File: config.mk
export PLATFORM = sky130hd
export DESIGN_NAME = alu_iter_flat
export DESIGN_NICKNAME = d
export VERILOG_FILES = /design/src/rtl/alu_iter_if.sv /design/src/rtl/alu_iter.sv /design/src/flat_wrapper.sv
export SDC_FILE = /design/constraint.sdc
export NUM_CORES = 1
export LEC_CHECK = 0
export ABC_CLOCK_PERIOD_IN_PS = 2350
export BUFFER_PORTS_ARGS = -buffer_cell sky130_fd_sc_hd__buf_4
export CAP_MARGIN = 20
export CORE_ASPECT_RATIO = 0.7
export CORE_MARGIN = 10
export CORE_UTILIZATION = 35
export CTS_BUF_LIST = sky130_fd_sc_hd__clkbuf_8
export CTS_CLUSTER_SIZE = 30
export DETAILED_ROUTE_END_ITERATION = 10
export GPL_ROUTABILITY_DRIVEN = 0
export PLACE_DENSITY = 0.57
export SETUP_SLACK_MARGIN = 0.2
export SKIP_LAST_GASP = 1
export SLEW_MARGIN = 20
export SYNTH_ARGS = -nofsm -noshare
export SYNTH_HDL_FRONTEND = slang
export SYNTH_SLANG_ARGS = --single-unit
File: constraint.sdc
create_clock -name i_clk -period 2.35 [get_ports i_clk]
set_input_delay 0.1175 -clock i_clk [delete_from_list [all_inputs] [get_ports i_clk]]
set_output_delay 0.1175 -clock i_clk [all_outputs]
set_load 0.01 [all_outputs]
File: src/rtl/alu_iter_if.sv
// alu_iter_if: request/result handshake bundle for alu_iter.
//   i_valid/o_ready    : request handshake (issuer -> ALU)
//   i_alu_control      : 4-bit operation code
//   i_a, i_b           : XLEN-bit operands (i_b low bits double as shift amount)
//   o_valid/i_ready    : result handshake (ALU -> consumer)
//   o_result, o_zero   : registered result and its zero flag
// Signal names keep the i_/o_ prefix as seen from the ALU side.
// The ALU connects through the slave modport; the issuer and consumer use master.
interface alu_iter_if #(
  parameter int unsigned XLEN = 32
);
  logic            i_valid;
  logic            o_ready;
  logic [3:0]      i_alu_control;
  logic [XLEN-1:0] i_a;
  logic [XLEN-1:0] i_b;
  logic            o_valid;
  logic            i_ready;
  logic [XLEN-1:0] o_result;
  logic            o_zero;

  modport slave (
    input  i_valid, i_alu_control, i_a, i_b, i_ready,
    output o_ready, o_valid, o_result, o_zero
  );

  modport master (
    output i_valid, i_alu_control, i_a, i_b, i_ready,
    input  o_ready, o_valid, o_result, o_zero
  );
endinterface

File: src/rtl/alu_iter.sv
// alu_iter: multi-cycle ALU with valid/ready handshakes on request and result.
// Ports:
//   i_clk   : clock, all state changes on the rising edge
//   i_rst_n : synchronous active-low reset
//   bus     : alu_iter_if.slave (request operands/opcode, registered result)
// Non-shift ops finish in one cycle. Shifts by N>0 are done one bit per cycle
// (result valid N+1 cycles after accept) unless ALU_ITER_FAST_SHIFT_EN is
// defined, in which case a barrel shifter gives one-cycle latency for all ops.
module alu_iter #(
  parameter int unsigned XLEN = 32
) (
  input logic       i_clk,
  input logic       i_rst_n,
  alu_iter_if.slave bus
);

  localparam int unsigned ShW = $clog2(XLEN);

  localparam logic [3:0] OpAdd  = 4'b0000;
  localparam logic [3:0] OpSub  = 4'b0001;
  localparam logic [3:0] OpSll  = 4'b0010;
  localparam logic [3:0] OpSlt  = 4'b0011;
  localparam logic [3:0] OpSltu = 4'b0100;
  localparam logic [3:0] OpXor  = 4'b0101;
  localparam logic [3:0] OpSrl  = 4'b0110;
  localparam logic [3:0] OpSra  = 4'b0111;
  localparam logic [3:0] OpOr   = 4'b1000;
  localparam logic [3:0] OpAnd  = 4'b1001;
  localparam logic [3:0] OpLui  = 4'b1010;

  typedef enum logic [1:0] {StIdle, StShift, StDone} state_e;

  state_e          state_q, state_d;
  logic [XLEN-1:0] result_q, result_d;
  logic [ShW-1:0]  cnt_q, cnt_d;
  logic [3:0]      op_q, op_d;

  logic [ShW-1:0]  shamt;
  logic [XLEN-1:0] alu_res;
  logic            is_shift;

  assign shamt    = bus.i_b[ShW-1:0];
  assign is_shift = (bus.i_alu_control == OpSll) || (bus.i_alu_control == OpSrl) ||
                    (bus.i_alu_control == OpSra);

  // Single-cycle result for the accept edge. In the iterative build a shift
  // only takes this path when its amount is zero, so it simply passes i_a.
  always_comb begin
    alu_res = '0;
    case (bus.i_alu_control)
      OpAdd:  alu_res = bus.i_a + bus.i_b;
      OpSub:  alu_res = bus.i_a - bus.i_b;
      OpSlt:  alu_res = {{(XLEN-1){1'b0}}, $signed(bus.i_a) < $signed(bus.i_b)};
      OpSltu: alu_res = {{(XLEN-1){1'b0}}, bus.i_a < bus.i_b};
      OpXor:  alu_res = bus.i_a ^ bus.i_b;
      OpOr:   alu_res = bus.i_a | bus.i_b;
      OpAnd:  alu_res = bus.i_a & bus.i_b;
      OpLui:  alu_res = bus.i_b;
`ifdef ALU_ITER_FAST_SHIFT_EN
      OpSll:  alu_res = bus.i_a << shamt;
      OpSrl:  alu_res = bus.i_a >> shamt;
      OpSra:  alu_res = XLEN'($signed(bus.i_a) >>> shamt);
`else
      OpSll, OpSrl, OpSra: alu_res = bus.i_a;
`endif
      default: alu_res = '0;
    endcase
  end

`ifndef ALU_ITER_FAST_SHIFT_EN
  logic [XLEN-1:0] step_res;

  // One-bit shift of the working register, kind chosen by the captured opcode.
  always_comb begin
    step_res = result_q;
    case (op_q)
      OpSll:   step_res = {result_q[XLEN-2:0], 1'b0};
      OpSrl:   step_res = {1'b0, result_q[XLEN-1:1]};
      default: step_res = {result_q[XLEN-1], result_q[XLEN-1:1]};
    endcase
  end
`endif

  always_comb begin
    state_d  = state_q;
    result_d = result_q;
    cnt_d    = cnt_q;
    op_d     = op_q;
    unique case (state_q)
      StIdle: begin
        if (bus.i_valid) begin
          op_d     = bus.i_alu_control;
          result_d = alu_res;
          state_d  = StDone;
`ifndef ALU_ITER_FAST_SHIFT_EN
          if (is_shift && (shamt != '0)) begin
            result_d = bus.i_a;
            cnt_d    = shamt;
            state_d  = StShift;
          end
`endif
        end
      end
      StShift: begin
`ifndef ALU_ITER_FAST_SHIFT_EN
        result_d = step_res;
`endif
        cnt_d = cnt_q - ShW'(1);
        // Last step: counter reaches zero on this edge.
        if (cnt_q == ShW'(1)) state_d = StDone;
      end
      StDone: begin
        if (bus.i_ready) state_d = StIdle;
      end
      default: state_d = StIdle;
    endcase
  end

  always_ff @(posedge i_clk) begin
    if (!i_rst_n) begin
      state_q  <= StIdle;
      result_q <= '0;
      cnt_q    <= '0;
      op_q     <= '0;
    end else begin
      state_q  <= state_d;
      result_q <= result_d;
      cnt_q    <= cnt_d;
      op_q     <= op_d;
    end
  end

  always_comb begin
    bus.o_ready  = (state_q == StIdle);
    bus.o_valid  = (state_q == StDone);
    bus.o_result = result_q;
    bus.o_zero   = (result_q == '0);
  end

endmodule

File: src/flat_wrapper.sv
// flat-port wrapper written by rule: the top's interface ports become plain ports
module alu_iter_flat 
#(
  parameter int unsigned XLEN = 32
)
  (i_clk, i_rst_n, bus_i_valid, bus_i_alu_control, bus_i_a, bus_i_b, bus_i_ready, bus_o_ready, bus_o_valid, bus_o_result, bus_o_zero);
  alu_iter_if #(.XLEN(XLEN)) bus_i ();
  input logic i_clk;
  input logic i_rst_n;
  input wire logic [$bits(bus_i.i_valid)-1:0] bus_i_valid;
  input wire logic [$bits(bus_i.i_alu_control)-1:0] bus_i_alu_control;
  input wire logic [$bits(bus_i.i_a)-1:0] bus_i_a;
  input wire logic [$bits(bus_i.i_b)-1:0] bus_i_b;
  input wire logic [$bits(bus_i.i_ready)-1:0] bus_i_ready;
  output wire logic [$bits(bus_i.o_ready)-1:0] bus_o_ready;
  output wire logic [$bits(bus_i.o_valid)-1:0] bus_o_valid;
  output wire logic [$bits(bus_i.o_result)-1:0] bus_o_result;
  output wire logic [$bits(bus_i.o_zero)-1:0] bus_o_zero;
  assign bus_i.i_valid = bus_i_valid;
  assign bus_i.i_alu_control = bus_i_alu_control;
  assign bus_i.i_a = bus_i_a;
  assign bus_i.i_b = bus_i_b;
  assign bus_i.i_ready = bus_i_ready;
  assign bus_o_ready = bus_i.o_ready;
  assign bus_o_valid = bus_i.o_valid;
  assign bus_o_result = bus_i.o_result;
  assign bus_o_zero = bus_i.o_zero;
  alu_iter #(.XLEN(XLEN)) u_core (.i_clk(i_clk), .i_rst_n(i_rst_n), .bus(bus_i));
endmodule
==> results of run 1 <==
placed cells by master (no fill, tap or decap), drive strengths merged, types with 26 or more instances in the layout:
master and n:
inv 99, nand3 44, o21ai 59, nor2 97, a31oi 26, nor3 49, a221oi 35, a21oi 104
dfxtp 43, buf 402, ha 98, nand2 139
worst paths after layout:
kind,slack (ns),cells after the start,to
worst max-delay path,-0.21,17,u_core.bus.o_result[15]
worst min-delay path,0.08,4,u_core.state_q[1]
worst max register to register,0.14,5,u_core.bus.o_result[2]
worst min register to register,0.50,2,u_core.op_q[3]
synth_stat cells, drive strengths merged (24+ instances only):
cell    instances
nand3          44
o21ai          59
dfxtp          43
a31oi          26
nor2           97
a221oi         35
a21oi         104
ha             98
clkbuf         57
inv           100
nor3           49
o211ai         24
nand2         139
sequential cells by signal, summed over array words and instances, names as in the netlist:
register / count
u_core.bus.o_result: 32
u_core.cnt_q: 5
u_core.state_q: 2
u_core.op_q: 4
logic make-up after synthesis:
group | share of synthesized area (%)
adder cells (fa/ha/maj) | 16.30
AND/OR/NAND/NOR | 26.59
AO/OA/AOI/OAI | 34.51
flip-flops | 11.08
XOR/XNOR | 1.691
multiplexers | 0.9018
buffers and inverters | 8.937
critical path, stage by stage:
cell and delay [ns]:
sky130_fd_sc_hd__buf_8 0.08, sky130_fd_sc_hd__clkinvlp_4 0.12, sky130_fd_sc_hd__ha_4 0.30, sky130_fd_sc_hd__buf_6 0.09, sky130_fd_sc_hd__buf_6 0.09, sky130_fd_sc_hd__a21oi_4 0.05, sky130_fd_sc_hd__o211ai_2 0.19, sky130_fd_sc_hd__nor3b_4 0.29
sky130_fd_sc_hd__buf_4 0.16, sky130_fd_sc_hd__buf_6 0.09, sky130_fd_sc_hd__o211ai_1 0.09, sky130_fd_sc_hd__buf_4 0.18, sky130_fd_sc_hd__a211oi_2 0.22, sky130_fd_sc_hd__a31oi_2 0.08, sky130_fd_sc_hd__xor2_1 0.20, sky130_fd_sc_hd__o211ai_1 0.26
sky130_fd_sc_hd__and3_1 0.20
power breakdown:
part,internal (mW),switching (mW)
logic,1.34,1.61
clock network,0.204,0.280
registers,0.809,0.120
total,2.35,2.01
metrics by stage:
stage	setup TNS, ns	setup WS (ns)	total power, mW	util, %	hold WS [ns]
after floorplan	0	0.02230	2.219	-	0.2624
after global placement	-10.21	-0.9436	3.429	50.50	0.4092
after detailed placement	-10.31	-0.8953	3.445	50.50	0.4023
after CTS	-1.133	-0.1481	4.156	54.42	0.06956
after global routing	-3.410	-0.2670	4.597	56.15	0.08860
final	-1.978	-0.2077	4.362	56.16	0.07604
layout make-up:
class,count,area share [%]
tap,282,2.891
sequential,43,7.053
clock inverter,3,0.1230
antenna,1,0.02050
inverter,101,3.608
clock buffer,5,0.5638
timing repair buffer,402,26.26
multi-input combinational,947,59.48
routing by layer:
layer  wire length, um  GRT usage, %  up-vias
li1                  -             -     4961
met1             17300         36.25     4939
met2             14930         34.78      648
met3              4705         7.705       84
met4               887         5.323        0
met5                 0             0        -
repair_timing:
| item | CTS | global route |
|---|---|---|
| hold buffers | 0 | 0 |
| pin swaps | 96 | 56 |
| setup buffers | 23 | 11 |
| endpoints found under the setup margin | 26 | 31 |
| gates resized for setup | 134 | 69 |
==> impl_summary.log, run 1 <==
INFO  metric yosys-top-cells-area = sky130_fd_sc_hd__ha_1 16%, sky130_fd_sc_hd__dfxtp_1 11%, sky130_fd_sc_hd__nand2_1 6.7%, sky130_fd_sc_hd__a21oi_1 6.5%, sky130_fd_sc_hd__inv_1 4.7%
INFO  metric layout.filler_cells = 2,057
INFO  metric starting_density = 35.75%
INFO  metric drtAntennaViolNets = 0
INFO  metric detail_route.first_pass.iterations = 6
INFO  metric critical_path_class = input pin to flop
INFO  metric grt_usage = 24.98%
INFO  metric drive_above_1_share = 39.77%
INFO  metric timing.critical_path.arrival = 2.82 ns
INFO  metric cap_viol_max_count = 0
INFO  metric setup.worst_path.end_class = flop
INFO  metric area_of_the_core = 21,730 um2
INFO  metric vias_in_the_first_global_route = 9,841
INFO  metric grt_first_pass_wirelength = 56,640 um
INFO  metric fin_cells = 1,784
INFO  metric startpoint_type = input pin
INFO  metric setup_slack = -0.2077 ns
INFO  metric final_design_area_no_fill = 12,210 um2
INFO  metric global_route.overflow_total = 0
INFO  metric mappedNetlistNets = 1,341
INFO  metric synth_largest_area_cell = sky130_fd_sc_hd__ha_1
INFO  metric clock.fmax = 391.0 MHz
INFO  metric grt_setup_unrepaired = yes
INFO  metric clockBufferDepth = 2
INFO  metric tritoncts = built
INFO  metric synthDominantCellAreaShare = 15.78%
INFO  metric multi_input_area = 7259 um2
INFO  metric htree_levels = 2
INFO  metric synthFlopType = sky130_fd_sc_hd__dfxtp_1
INFO  metric synth_sequential_area_ratio = 11.08%
INFO  metric final-setup-viol-count = 17
INFO  metric crit_path_start = bus_i_b[1]
INFO  metric report.final.slew_viol_count = 0
INFO  metric floorplan.io_pins = 107
INFO  metric cts.reportedPaths.clkPinSlew = 0.09 ns
INFO  metric die-width = 198.1 um
INFO  metric synth-seq-cells = 43
INFO  metric min-delay-path-class = input pin to flop
INFO  metric layout_worst_path_cycle_share = 108.8%
INFO  metric avgRoutedWirePerCell = 21.20 um
INFO  metric detail_route.vias_per_cell = 5.960
INFO  metric initialDrtViolationCount = 1,274
INFO  metric syn_avg_cell_area = 6.647 um2
INFO  metric numClockSinks = 43
INFO  metric numPortBuffers = 106
INFO  metric layout_min_cycle_time = 2.558 ns
INFO  metric post_synth_inst_count = 1,169
INFO  metric critPathMaxFanout = 3
INFO  metric synth_cell_type_count = 80
INFO  metric actual_slew_at_the_worst_max_slew_pin = 1.120 ns
INFO  metric async_flop_share = 0%
INFO  metric min_from = bus_i_ready
INFO  metric critical_path.reg2reg.startpoint = u_core.state_q[0]
INFO  metric vdd_ir_drop_max = 214.1 uV
INFO  metric grt_max_degree = 39
INFO  metric cts_made_buffers = 5
INFO  metric area_growth = 57.09%
INFO  metric synth_warnings = 0
INFO  metric drc = 0
INFO  metric worst_ep_required_time = 2.61 ns
INFO  metric detailroute.via_count = 10.63k
INFO  metric clk-insertion-delay-late = 0.31 ns
INFO  metric static-leakage-power = 5.324 nW
INFO  metric post_synth_instance_area = 7770 um2
INFO  metric wirelength = 37,820 um
INFO  metric place_inst = 1,741
INFO  metric power_per_cell_area = 357.4 nW/um2
INFO  metric place.detailed.hpwl = 29,900 um
INFO  metric timing.clock.skew = 0.01320 ns
INFO  metric slew-limit-headroom = 24.39%
INFO  metric std_cell_rows = 45
INFO  metric placedInstanceArea = 10,970 um2
INFO  metric antenna_found_initial = 1
INFO  metric area.sequential = 860.8 um2
INFO  metric timing.final.hold_violations = 0
INFO  metric failed_checks = setup timing
INFO  metric design.final.nets = 1,672
INFO  metric synth_enable_flop_cells = 0
INFO  metric outcome = finished with violations
INFO  metric die_height = 144.7 um
INFO  metric die_area = 28,660 um2
INFO  metric clockRootBuffer = sky130_fd_sc_hd__clkbuf_8
(Power assumes the default switching activity.)
==> run 2: changes to the inputs <==
- CAP_MARGIN: 20 -> unset
- CELL_PAD_IN_SITES_DETAIL_PLACEMENT: unset -> 0
- CELL_PAD_IN_SITES_GLOBAL_PLACEMENT: unset -> 1
- PLACE_DENSITY: 0.57 -> unset
- PLACE_DENSITY_LB_ADDON: unset -> 0.1
==> run 2 against run 1 <==
  * The flow still finishes with violations (setup timing)
  * Global-route usage increased by 1.4 points
  * Clock skew fell by 0.0010 ns
  * Cell area up 6.2%
  * Clock power rose by 1%
  * Power increased by 6.2%
  * Fmax up 4.2%
  * Critical path type unchanged
==> impl_summary.log, run 2 (synthesis gave the netlist of run 1 again) <==
INFO  metric detail_route.first_pass.iterations = 5 (-1)
INFO  metric drc = 0 (unchanged)
INFO  metric static-leakage-power = 5.606 nW (+5.3%)
INFO  metric worst_path_largest_cell_delay = 0.45 ns (+0.15 ns)
INFO  metric starting_density = 35.75% (unchanged)
INFO  metric outcome = finished with violations
INFO  metric actual_slew_at_the_worst_max_slew_pin = 1.274 ns (+0.1540 ns)
INFO  metric layout_common_cells = 377 x sky130_fd_sc_hd__buf_4, 134 x sky130_fd_sc_hd__nand2_1, 88 x sky130_fd_sc_hd__nor2_1
INFO  metric insertedDiodeCount = 0 (-1)
INFO  metric clk-insertion-delay-late = 0.31 ns (about the same)
INFO  metric place.detailed.hpwl = 30,940 um (+3.5%)
INFO  metric grt_setup_unrepaired = yes
INFO  metric cp_cell_sequence = buf_8 -> inv_6 -> ha_4 -> buf_8 -> nor2_4 -> buf_6 -> a211oi_2 -> o31a_1 -> o31ai_4 -> a21oi_4 -> or4_4 -> a211oi_2 -> a311oi_2 -> a31oi_1
INFO  metric layout.filler_cells = 2,001 (-2.7%)
INFO  metric cts_made_buffers = 5 (unchanged)
INFO  metric report.final.slew_viol_count = 0 (unchanged)
INFO  metric drtAntennaViolNets = 0 (unchanged)
INFO  metric final_core_util = 59.65% (+3.5 points)
INFO  metric die_area = 28,660 um2 (unchanged)
INFO  metric detail_route.vias_per_cell = 5.923 (-0.62%)
INFO  metric htree_levels = 2 (unchanged)
INFO  metric sequentialPowerShare = 20.3% (-1.0 points)
INFO  metric setup_slack = -0.1039 ns (+0.1038 ns)
INFO  metric floorplan.io_pins = 107 (unchanged)
INFO  metric net-switching-power = 2.113 mW (+5.3%)
INFO  metric setup.worst_path.end_class = flop
INFO  metric drt-met1-wl = 18,650 um (+7.8%)
INFO  metric grt_first_pass_wirelength = 59,060 um (+4.3%)
INFO  metric antenna_found_initial = 0 (-1)
INFO  metric initialDrtViolationCount = 1,248 (-2.0%)
INFO  metric largest_register_ff_count = 32 (unchanged)
INFO  metric timing.critical_path.arrival = 2.68 ns (-0.14 ns)
INFO  metric sw_frac_of_total = 45.61% (-0.41 points)
INFO  metric drive_above_1_share = 43.01% (+3.2 points)
INFO  metric fin_cells = 1,821 (+2.1%)
INFO  metric numClockSinks = 43 (unchanged)
INFO  metric timing.clock.skew = 0.01216 ns (-0.001034 ns)
INFO  metric cts.reportedPaths.clkPinSlew = 0.09 ns (about the same)
INFO  metric critical_path_class = input pin to flop
INFO  metric min-delay-path-class = input pin to flop
INFO  metric wirelength = 40,070 um (+6.0%)
INFO  metric wl_met3 = 5091 um (+8.2%)
INFO  metric most_common_library_cell_in_the_layout_ignoring_fill_and_taps = sky130_fd_sc_hd__buf_4
INFO  metric detailroute.via_count = 10.79k (+1.4%)
INFO  metric std_cell_rows = 45 (unchanged)
INFO  metric tritoncts = built
INFO  metric met2RoutedLength = 15,880 um (+6.4%)
INFO  metric slew-limit-headroom = 13.99% (-10 points)
INFO  metric timing.final.hold_violations = 0 (unchanged)
INFO  metric avgRoutedWirePerCell = 22.01 um (+3.8%)
INFO  metric finalHoldWorstSlack = 0.09239 ns (+0.01636 ns)
INFO  metric clockBufferDepth = 2 (unchanged)
INFO  metric area_growth = 66.84%
INFO  metric die_height = 144.7 um (unchanged)
INFO  metric grt_max_degree = 41 (+5.1%)
INFO  metric cap_viol_max_count = 0 (unchanged)
INFO  metric grt_usage = 26.36% (+1.4 points)
INFO  metric place_inst = 1,757 (+0.92%)
INFO  metric die-width = 198.1 um (unchanged)
INFO  metric vias_in_the_first_global_route = 9,817 (-0.24%)
INFO  metric comb_power_share = 69.1% (+1.5 points)
INFO  metric design.final.nets = 1,710 (+2.3%)
INFO  metric numPortBuffers = 106 (unchanged)
INFO  metric global_route.overflow_total = 0 (unchanged)
INFO  metric startpoint_type = input pin
INFO  metric layout_worst_path_cycle_share = 104.4% (-4.4 points)
INFO  metric power_per_cell_area = 357.4 nW/um2 (about the same)
INFO  metric critPathMaxFanout = 4 (+1)
INFO  metric cts_hold_buffers = 0 (unchanged)
INFO  metric vdd_ir_drop_max = 228.2 uV (+6.6%)
INFO  metric cell_internal_pwr = 2.520 mW (+7.0%)
INFO  metric critical_path.slowest_cell = sky130_fd_sc_hd__or4_4
INFO  metric worst_ep_required_time = 2.58 ns (-0.03 ns)
INFO  metric clkPwrFrac = 10.6% (-0.5 points)
INFO  metric clock.fmax = 407.5 MHz (+4.2%)
INFO  metric routed.top_layer = met4
INFO  metric area_of_the_core = 21,730 um2 (unchanged)
INFO  metric final-setup-viol-count = 10 (-7)
INFO  metric layout_min_cycle_time = 2.454 ns (-0.1038 ns)
INFO  metric failed_checks = setup timing
INFO  metric clockRootBuffer = sky130_fd_sc_hd__clkbuf_8
==> run 2: layer usage <==
| metal | track usage [%] | up-vias |
|---|---|---|
| li1 | - | 5041 |
| met5 | 0 | - |
| met1 | 40.00 | 5145 |
| met2 | 36.70 | 567 |
| met3 | 6.943 | 32 |
| met4 | 2.581 | 0 |
==> run 2: area by class of cell <==
| class | count | area [um2] | area share, % |
|---|---|---|---|
| multi-input combinational | 947 | 7491 | 57.78 |
| timing repair buffer | 440 | 3711 | 28.63 |
| sequential | 43 | 860.8 | 6.640 |
| inverter | 101 | 462.9 | 3.571 |
| tap | 282 | 352.8 | 2.722 |
| clock buffer | 5 | 68.82 | 0.5308 |
| clock inverter | 3 | 16.27 | 0.1255 |
==> run 2: worst paths after layout <==
kind | from | endpoint | slack, ns | depth (start not counted)
min | bus_i_ready | u_core.state_q[1] | 0.09 | 4
max reg2reg | u_core.state_q[1] | u_core.bus.o_result[6] | 0.08 | 5
min reg2reg | u_core.op_q[2] | u_core.op_q[2] | 0.50 | 2
max | bus_i_b[6] | u_core.bus.o_result[30] | -0.10 | 14
==> run 2: critical path, delay by kind of cell <==
family                     cells  cell delay [ns]
buffers and inverters          4             0.38
AOI/OAI and AO/OA              7             1.41
and+or+nand+nor                2             0.56
adders and majority gates      1             0.20
==> run 2: timing repair <==
| action | in CTS | in global routing |
|---|---|---|
| setup buffers | 21 | 35 |
| gates cloned | 0 | 0 |
| pin swaps | 71 | 91 |
| setup endpoints to repair | 26 | 30 |
| resized for setup | 125 | 161 |
==> run 2: power groups by stage <==
stage / clock network (mW) / logic, mW / registers, mW
2_1_floorplan: 0 / 1.29 / 0.933
3_3_place_gp: 0 / 2.57 / 0.951
3_5_place_dp: 0 / 2.57 / 0.951
4_1_cts: 0.490 / 2.81 / 0.934
5_1_grt: 0.516 / 3.40 / 0.950
6_report: 0.491 / 3.20 / 0.940
==> run 2: through the flow <==
step                cell area [um2]  setup slack [ns]  TNS, ns  total power, mW
floorplan                      8108           0.02230        0            2.219
global placement              11190           -0.7423   -9.465            3.517
global route                  12960           -0.1636   -1.225            4.865
CTS                           12000          -0.09686  -0.3315            4.235
finish                        12960           -0.1039  -0.3679            4.634
detailed placement            11190           -0.7949   -10.32            3.524
